`src/rtl/ifetch_queue.sv`:
```
// ---------------------------------------------------------------------------
// ifetch_queue
//   Instruction-fetch buffer sitting between the PC stage and decode of the
//   RV32I core. It issues instruction-memory requests for the current PC,
//   tells the PC stage to advance whenever a request is granted, pairs the
//   in-order memory responses with their PCs and hands {pc, instr} to decode
//   over a valid/ready handshake. A flush drops everything buffered and
//   silently swallows the responses of fetches that were still in flight.
//
// Parameters
//   DEPTH        number of buffer slots (power of 2, >= 2); also the cap on
//                occupied plus outstanding entries.
//
// Ports
//   clk          clock, rising edge
//   res          asynchronous active-low reset
//   pc_i         current PC from the PC stage
//   pc_en        PC advance enable, high exactly when imem_req && imem_gnt
//   imem_req     instruction-memory request valid
//   imem_addr    word-aligned request address
//   imem_gnt     memory accepts the request this cycle
//   imem_rvalid  response valid (in request order, >= 1 cycle after grant)
//   imem_rdata   response instruction word
//   flush        redirect: discard buffer contents and in-flight fetches
//   id_valid     head entry available to decode
//   id_pc        PC of head entry (0 while nothing is presented)
//   id_instr     instruction of head entry (0 while nothing is presented)
//   id_ready     decode consumes the head entry when id_valid && id_ready
//
// Build option
//   IFQ_BYPASS_EN  when defined, a response arriving while the buffer holds
//                  no filled entry is forwarded combinationally to decode in
//                  the same cycle. Undefined (default): no combinational
//                  path from imem_* to id_*.
// ---------------------------------------------------------------------------
module ifetch_queue #(
    parameter int DEPTH = 4
) (
    input  logic        clk,
    input  logic        res,
    input  logic [31:0] pc_i,
    output logic        pc_en,
    output logic        imem_req,
    output logic [31:0] imem_addr,
    input  logic        imem_gnt,
    input  logic        imem_rvalid,
    input  logic [31:0] imem_rdata,
    input  logic        flush,
    output logic        id_valid,
    output logic [31:0] id_pc,
    output logic [31:0] id_instr,
    input  logic        id_ready
);

    // Slot index width and pointer width (one extra wrap bit so that
    // "full" and "empty" are distinguishable).
    localparam int AW = $clog2(DEPTH);
    localparam int PW = AW + 1;

    localparam logic [PW-1:0] PTR_ZERO = {PW{1'b0}};
    localparam logic [PW-1:0] DEPTH_P  = PW'(DEPTH);

    // Slot storage
    logic [31:0]   pc_q_r    [DEPTH];
    logic [31:0]   instr_q_r [DEPTH];

    // alloc: next slot to receive a granted PC
    // fill : next slot to receive a response word
    // rd   : head slot presented to decode
    logic [PW-1:0] alloc_ptr_r;
    logic [PW-1:0] fill_ptr_r;
    logic [PW-1:0] rd_ptr_r;
    // Number of in-flight responses still to be thrown away after a flush
    logic [PW-1:0] discard_r;

    logic [PW-1:0] occ_s;
    logic [PW-1:0] outstanding_s;
    logic          discard_idle_s;
    logic          grant_s;
    logic          drop_s;
    logic          rsp_fill_s;
    logic          have_entry_s;
    logic          pop_s;
    logic [PW-1:0] discard_flush_s;
    logic [AW-1:0] rd_idx_s;
    logic [AW-1:0] alloc_idx_s;
    logic [AW-1:0] fill_idx_s;
`ifdef IFQ_BYPASS_EN
    logic          bypass_s;
`endif

    assign rd_idx_s    = rd_ptr_r[AW-1:0];
    assign alloc_idx_s = alloc_ptr_r[AW-1:0];
    assign fill_idx_s  = fill_ptr_r[AW-1:0];

    // Request / grant / response qualification, all from registered state
    // so that a pop in a full cycle cannot open a request in that cycle.
    always_comb begin
        occ_s          = alloc_ptr_r - rd_ptr_r;
        outstanding_s  = alloc_ptr_r - fill_ptr_r;
        discard_idle_s = (discard_r == PTR_ZERO);

        imem_req  = res && !flush && discard_idle_s && (occ_s < DEPTH_P);
        imem_addr = {pc_i[31:2], 2'b00};

        grant_s = imem_req && imem_gnt;
        pc_en   = grant_s;

        // A stale response is dropped while discard is non-zero. A response
        // with nothing outstanding is a protocol error and is ignored.
        drop_s     = imem_rvalid && !discard_idle_s;
        rsp_fill_s = imem_rvalid && discard_idle_s && (outstanding_s != PTR_ZERO);

        // Discard count loaded on flush: everything still in flight that is
        // not consumed by a response landing in the flush cycle itself.
        discard_flush_s = outstanding_s - PW'(rsp_fill_s)
                        + discard_r     - PW'(drop_s);
    end

    // Decode-side view: head slot when filled, optional same-cycle forward
    // of an arriving response, zeros otherwise.
    always_comb begin
        have_entry_s = (fill_ptr_r != rd_ptr_r);
        id_valid     = 1'b0;
        id_pc        = 32'h0000_0000;
        id_instr     = 32'h0000_0000;
`ifdef IFQ_BYPASS_EN
        bypass_s = !have_entry_s && rsp_fill_s && !flush;
        if (have_entry_s) begin
            id_valid = 1'b1;
            id_pc    = pc_q_r[rd_idx_s];
            id_instr = instr_q_r[rd_idx_s];
        end else if (bypass_s) begin
            // fill slot == head slot here; its PC was captured at grant
            id_valid = 1'b1;
            id_pc    = pc_q_r[rd_idx_s];
            id_instr = imem_rdata;
        end else begin
            id_valid = 1'b0;
            id_pc    = 32'h0000_0000;
            id_instr = 32'h0000_0000;
        end
`else
        if (have_entry_s) begin
            id_valid = 1'b1;
            id_pc    = pc_q_r[rd_idx_s];
            id_instr = instr_q_r[rd_idx_s];
        end else begin
            id_valid = 1'b0;
            id_pc    = 32'h0000_0000;
            id_instr = 32'h0000_0000;
        end
`endif
        // Flush blocks consumption even though id_valid may read high.
        pop_s = id_valid && id_ready && !flush;
    end

    // Pointer and discard-counter update; flush collapses the buffer onto
    // the current fill pointer, otherwise each pointer advances on its own.
    always_ff @(posedge clk or negedge res) begin
        if (!res) begin
            alloc_ptr_r <= PTR_ZERO;
            fill_ptr_r  <= PTR_ZERO;
            rd_ptr_r    <= PTR_ZERO;
            discard_r   <= PTR_ZERO;
        end else if (flush) begin
            alloc_ptr_r <= fill_ptr_r;
            fill_ptr_r  <= fill_ptr_r;
            rd_ptr_r    <= fill_ptr_r;
            discard_r   <= discard_flush_s;
        end else begin
            alloc_ptr_r <= alloc_ptr_r + PW'(grant_s);
            fill_ptr_r  <= fill_ptr_r + PW'(rsp_fill_s);
            rd_ptr_r    <= rd_ptr_r + PW'(pop_s);
            discard_r   <= discard_r - PW'(drop_s);
        end
    end

    // Slot storage: PC captured at grant, instruction captured at response.
    always_ff @(posedge clk or negedge res) begin
        if (!res) begin
            for (int i = 0; i < DEPTH; i++) begin
                pc_q_r[i]    <= 32'h0000_0000;
                instr_q_r[i] <= 32'h0000_0000;
            end
        end else begin
            if (grant_s) begin
                pc_q_r[alloc_idx_s] <= pc_i;
            end else begin
                pc_q_r[alloc_idx_s] <= pc_q_r[alloc_idx_s];
            end
            if (rsp_fill_s && !flush) begin
                instr_q_r[fill_idx_s] <= imem_rdata;
            end else begin
                instr_q_r[fill_idx_s] <= instr_q_r[fill_idx_s];
            end
        end
    end

endmodule

```
`config.mk`:
```
export PLATFORM = sky130hd
export DESIGN_NAME = ifetch_queue
export DESIGN_NICKNAME = d
export VERILOG_FILES = /design/src/rtl/ifetch_queue.sv
export SDC_FILE = /design/constraint.sdc
export NUM_CORES = 1
export LEC_CHECK = 0
export ABC_AREA = 1
export CORE_MARGIN = 8
export CORE_UTILIZATION = 40
export CTS_BUF_LIST = sky130_fd_sc_hd__clkbuf_8 sky130_fd_sc_hd__clkbuf_16
export DETAILED_ROUTE_END_ITERATION = 7
export PLACE_DENSITY = 0.6
export SLEW_MARGIN = 20
export SYNTH_ARGS = -nofsm -noshare
export SYNTH_HDL_FRONTEND = slang
export SYNTH_SLANG_ARGS = --single-unit
```
`constraint.sdc`:
```
create_clock -name clk -period 3.6 [get_ports clk]
set_clock_uncertainty 0.15 [all_clocks]
set_input_delay 0.72 -clock clk [delete_from_list [all_inputs] [get_ports clk]]
set_output_delay 0.72 -clock clk [all_outputs]
set_load 0.005 [all_outputs]
```
==> flow_summary.json, run 1 <==
{
  "outcome": "finished, final reports clean",
  "rsz0062_at_grt": "yes",
  "final_design_area_no_fill_um2": 21400,
  "synth_cells": 2968,
  "setup_tns_ns": 0,
  "max_stage_delay_ns": 0.52,
  "layout.cells.non_filler": 3565,
  "die_h_um": 233,
  "dieWidth_um": 233,
  "vias": 19100,
  "placed_cells": 3507,
  "first_iter_violations": 1895,
  "finalWeightedCongestion": 0.756,
  "maxSlewViolCount": 0,
  "cellPowerDensity_nw_per_um2": 936,
  "hold_slack_ns": 0.220,
  "end_kind": "flip-flop",
  "track_usage_pct": 20.8,
  "hold_viol_final": 0,
  "grt_pass1_wl_um": 94400,
  "dp_hpwl_um": 32000,
  "drive_gt1_share_pct": 4.12,
  "slew_headroom_pct": 25.2,
  "wl_per_cell_um": 16.2,
  "pin_count": 169,
  "netlist_area_um2": 18800,
  "synth_seq_area_share_pct": 35.7,
  "cts_tree": "built",
  "initial_core_util_pct": 40.4,
  "cp.arrival_ns": 3.80,
  "postSynthAreaPerCell_um2": 6.32,
  "drt_pre_antenna_iters": 7,
  "ys_warn_count": 0,
  "setup_viol": 0,
  "critical_path.slowest_cell": "fa_1",
  "cp_top_family": "adder cells",
  "dp_slack_ns": -0.0761,
  "critPathRequiredTime_ns": 3.87,
  "synth_top_area_share_pct": 35.7,
  "path_class": "flip-flop to flip-flop",
  "layout_min_cycle_time_ns": 3.53,
  "clk_latency_ns": 0.54,
  "cpMostUsedCell": "nand2_1",
  "mostFrequentLayoutCells": "nand2_1, nor2_1, inv_1",
  "port_buffers": 166,
  "num_rows": 79,
  "area_growth_pct": 14.2,
  "numCtsBuffers": 34,
  "grt-ovfl-total": 0,
  "postPlaceCellArea_um2": 20300,
  "nets": 3022,
  "max_freq_mhz": 283,
  "cts.sinks": 268,
  "r2r_start": "fill_ptr_r[0]",
  "holdCritPathClass": "primary input to asynchronous set/reset pin",
  "synth_area_leader_cell": "dfrtp_1",
  "crit_start": "fill_ptr_r[0]",
  "htree_levels": 2,
  "ir_worst_vdd_v": 0.000927,
  "start_kind": "flip-flop",
  "critPathMaxFanout": 2,
  "layout_commonest_cell": "nand2_1",
  "die_area_um2": 54100,
  "antenna_cells": 0,
  "drcViolationCount": 0,
  "core-area_um2": 46500,
  "grt_pass1_vias": 18400,
  "synth_area_leaders": "dfrtp_1, nand2_1, nor2_1",
  "fin_ws_ns": 0.0727,
  "cts_buffer_depth": 3,
  "ant_nets": 0,
  "synth.ff_latch_count": 268,
  "synth_cell_types": 23,
  "cp_num_buf_inv": 1,
  "antenna_found_initial": 0,
  "crit_path_cell_trace": "ha_4 -> fa_1 -> nand2_1 -> inv_2 -> nand3_4 -> nand2_4 -> fa_1 -> fa_1 -> ha_2 -> fa_2 -> xnor2_1 -> nand2_1 -> nand2_1 -> nand2_1 -> nand3_1 -> nand2_1",
  "post_cts_buffers": 0,
  "via_per_inst": 5.37,
  "worst_pin_slew_ns": 1.12,
  "cts.reportedPaths.clkPinSlew_ns": 0.06,
  "post-route-period-util_pct": 98.0,
  "clockRootBuffer": "clkbuf_16",
  "drv_cap": 0,
  "p_leak_uw": 0.0110,
  "drt-total-wl_um": 57600,
  "grt_max_degree": 156
}
registers in the layout, indices dropped and copies added (netlist names):
signal	flops
alloc_ptr_r	3
discard_r	3
fill_ptr_r	3
instr_q_r	128
pc_q_r	128
rd_ptr_r	3
cells by family (layout without fill, tap and decap cells):
logic type / after synthesis / in the layout / share of synthesized area, %
DFF: 268 / 268 / 35.7
AOI/OAI and AO/OA: 261 / 261 / 6.96
and+or+nand+nor: 1726 / 1726 / 39.8
xor gates and xnor gates: 9 / 9 / 0.420
adders and majority gates: 16 / 16 / 1.23
other: 1 / 2 / 0.0200
buffers and inverters: 687 / 676 / 15.8
per-stage QoR:
step	util (%)	total power [uW]
6_report	46.1	20100
2_1_floorplan	-	12700
3_3_place_gp	43.8	16500
3_5_place_dp	43.8	16700
4_1_cts	46.1	20200
5_1_grt	46.1	21800
synthesized netlist by cell type:
library cell and n:
nand2_1 687, nor2_1 513, inv_1 406, dfrtp_1 268, nand3_1 262, nand4_1 257
o21ai_0 133, a21oi_1 128, clkbuf_1 111, buf_2 81, buf_4 47, buf_1 22
buf_6 14, ha_1 12, xnor2_1 7, fa_1 4, inv_2 4, nand2_2 3
clkbuf_2 2, nand3_2 2, nor2_2 2, xor2_1 2, conb_1 1
where the power goes:
part / internal, uW / switching, uW / total, uW
Sequential: 4330 / 805 / 5130
Clock: 2000 / 1380 / 3380
Combinational: 4140 / 7400 / 11500
Total: 10500 / 9590 / 20100
cell type report:
cell class / count / area, um^2
timing repair buffer: 208 / 2100
inverter: 410 / 1550
clock inverter: 11 / 48.8
clock buffer: 47 / 1040
sequential: 268 / 6710
multi-input combinational: 2014 / 9230
fill: 4763 / 25000
tap: 607 / 759
what timing repair did:
| action | in CTS | in global routing |
|---|---|---|
| hold buffers | 0 | 0 |
| setup endpoints to repair | 0 | 3 |
| gates resized for setup | 0 | 2 |
path summary, 6_finish.rpt:
check / to / slack (ns) / depth (start not counted)
max in group asynchronous: rd_ptr_r[0] / 1.67 / 3
max reg2reg: discard_r[2] / 0.07 / 16
max: discard_r[2] / 0.07 / 16
min reg2reg: pc_q_r[65] / 0.34 / 2
min: pc_q_r[102] / 0.22 / 2
min in group clk: pc_q_r[65] / 0.34 / 2
metal layers:
layer | up-vias | global-route usage [%] | routed length, um
li1 | 9295 | - | -
met5 | - | 0 | 0
met2 | 598 | 35.7 | 27400
met4 | 0 | 5.94 | 1150
met3 | 89 | 3.00 | 3470
met1 | 9166 | 26.9 | 25600
(Power assumes the default switching activity.)
==> run 2, diff against run 1 <==
PLACE_DENSITY = 0.58   (was 0.6)
clock period = 3.9 ns   (was 3.6 ns; I/O delays follow)
==> flow_summary.json, run 2 (synthesis results as in run 1) <==
{
  "grt_max_degree": 129,
  "drcViolationCount": 0,
  "maxSlewViolCount": 0,
  "layout_min_cycle_time_ns": 3.78,
  "fin_util_pct": 46.0,
  "core-area_um2": 46500,
  "cts.sinks": 268,
  "fill_cells": 4765,
  "end_kind": "output pin",
  "routed-wl-met2_um": 27800,
  "dp_hpwl_um": 31500,
  "pin_count": 169,
  "switching_share_pct": 48.3,
  "p_sw_uw": 8960,
  "critPathMaxFanout": 29,
  "mostFrequentLayoutCells": "nand2_1, nor2_1, inv_1",
  "nets": 3022,
  "layout.cells.non_filler": 3563,
  "top_layer": "met4",
  "drt_pre_antenna_iters": 6,
  "max_freq_mhz": 265,
  "via_per_inst": 5.37,
  "dp_slack_ns": -0.0754,
  "critical_path.slowest_cell": "dfrtp_4",
  "grt_pass1_wl_um": 95900,
  "ir_worst_vdd_v": 0.000662,
  "drive_gt1_share_pct": 3.79,
  "finalWeightedCongestion": 0.754,
  "power_uw": 18500,
  "post-route-period-util_pct": 96.8,
  "worst_pin_slew_ns": 1.09,
  "vias": 19100,
  "cp_num_buf_inv": 3,
  "max_stage_delay_ns": 0.57,
  "fin_ws_ns": 0.124,
  "layout_commonest_cell": "nand2_1",
  "seq_power_share_pct": 26.0,
  "track_usage_pct": 21.2,
  "cts_buffer_depth": 3,
  "final_design_area_no_fill_um2": 21400,
  "die_area_um2": 54100,
  "cp_top_family": "buffers and inverters",
  "crit_path_cell_trace": "inv_2 -> ha_1 -> nand2_1 -> nand3_1 -> nand2_8 -> nand3_4 -> inv_1 -> clkdlybuf4s50_1",
  "start_kind": "flip-flop",
  "hold_viol_final": 0,
  "holdCritPathClass": "flip-flop to flip-flop",
  "clkPwrFrac_pct": 16.8,
  "area_growth_pct": 13.9,
  "grt_pass1_vias": 18600,
  "port_buffers": 166,
  "ant_nets": 0,
  "drt-total-wl_um": 58500,
  "antenna_found_initial": 0,
  "cellPowerDensity_nw_per_um2": 868,
  "num_rows": 79,
  "p_leak_uw": 0.0110,
  "dieWidth_um": 233,
  "cts.reportedPaths.clkPinSlew_ns": 0.05,
  "path_class": "flip-flop to output pin",
  "die_h_um": 233,
  "antenna_cells": 0,
  "cts_tree": "built",
  "outcome": "finished, final reports clean",
  "setup_viol": 0,
  "numCtsBuffers": 36,
  "first_iter_violations": 1970,
  "clk_latency_ns": 0.54,
  "drv_cap": 0,
  "p_int_uw": 9590,
  "clockRootBuffer": "clkbuf_16",
  "p_comb_share_pct": 57.2,
  "met3WireLength_um": 3380,
  "grt-ovfl-total": 0,
  "postPlaceCellArea_um2": 20200,
  "htree_levels": 2,
  "wl_met1_um": 26000,
  "initial_core_util_pct": 40.4,
  "cp.arrival_ns": 2.85,
  "slew_headroom_pct": 27.2,
  "critPathRequiredTime_ns": 2.97,
  "placed_cells": 3503,
  "wl_per_cell_um": 16.4,
  "reg_top3": "instr_q_r x128, pc_q_r x128"
}
## run 2: cell types whose count changed in the layout (fill, tap and decap cells not counted), sizes merged
cell         before  now
buf              44   41
dlygate4sd3       0    1
clkbuf           47   43
clkinv            2    1
inv             419  424
## run 2: what timing repair did
action	4_1_cts	5_1_grt
resized for setup	0	4
setup buffers	0	1
endpoints found under the setup margin	0	10
endpoints found under the hold margin	26	0
hold buffers	1	0
## run 2: stage by stage
stage          hold WS [ns]   TNS, ns
2_1_floorplan         0.315         0
3_3_place_gp          0.328   -0.0148
3_5_place_dp          0.331   -0.0754
4_1_cts               0.347         0
5_1_grt               0.367  -0.00931
6_report              0.343         0
## run 2: worst reg2reg max path: stages (launching register included)
cell and delay [ns]:
dfrtp_1 0.35, inv_2 0.05, ha_1 0.20, fa_1 0.51, nand2_1 0.06, inv_1 0.09, nand3_4 0.08, nand2_2 0.08
fa_1 0.43, fa_1 0.46, ha_1 0.22, fa_2 0.41, xnor2_1 0.15, nand2_1 0.10, nand2_1 0.07, nand2_1 0.05
nand3_1 0.07, nand2_1 0.05
## run 2: layout make-up
| class | count | area [um^2] | share of cell area [%] |
|---|---|---|---|
| clock buffer | 43 | 1010 | 4.72 |
| timing repair buffer | 206 | 2040 | 9.56 |
| multi-input combinational | 2014 | 9230 | 43.2 |
| sequential | 268 | 6710 | 31.4 |
| clock inverter | 15 | 67.6 | 0.316 |
| inverter | 410 | 1540 | 7.23 |
| tap | 607 | 759 | 3.55 |
## run 2: power groups by stage
stage	sequential, uW	combinational, uW	clock [uW]
after detailed placement	4860	10600	0
after global placement	4810	10400	0
final	4820	10600	3120
after CTS	4830	10600	3190
after floorplan	4580	7130	0
after global routing	4970	11900	3310
## run 2: metal layers
layer / vias to the layer above / GRT usage, %
met5: - / 0
met3: 91 / 3.12
met1: 9181 / 27.7
met4: 0 / 5.67
li1: 9276 / -
met2: 579 / 36.1
## run 2: worst paths after layout
kind / slack [ns] / to / cells past startpoint / startpoint
min reg2reg: 0.34 / pc_q_r[91] / 2 / pc_q_r[91]
min: 0.34 / pc_q_r[91] / 2 / pc_q_r[91]
max: 0.12 / pc_en / 8 / rd_ptr_r[1]
min in group asynchronous: 0.52 / pc_q_r[43] / 2 / res
max in group asynchronous: 1.01 / rd_ptr_r[0] / 4 / res
max reg2reg: 0.21 / discard_r[2] / 17 / alloc_ptr_r[0]
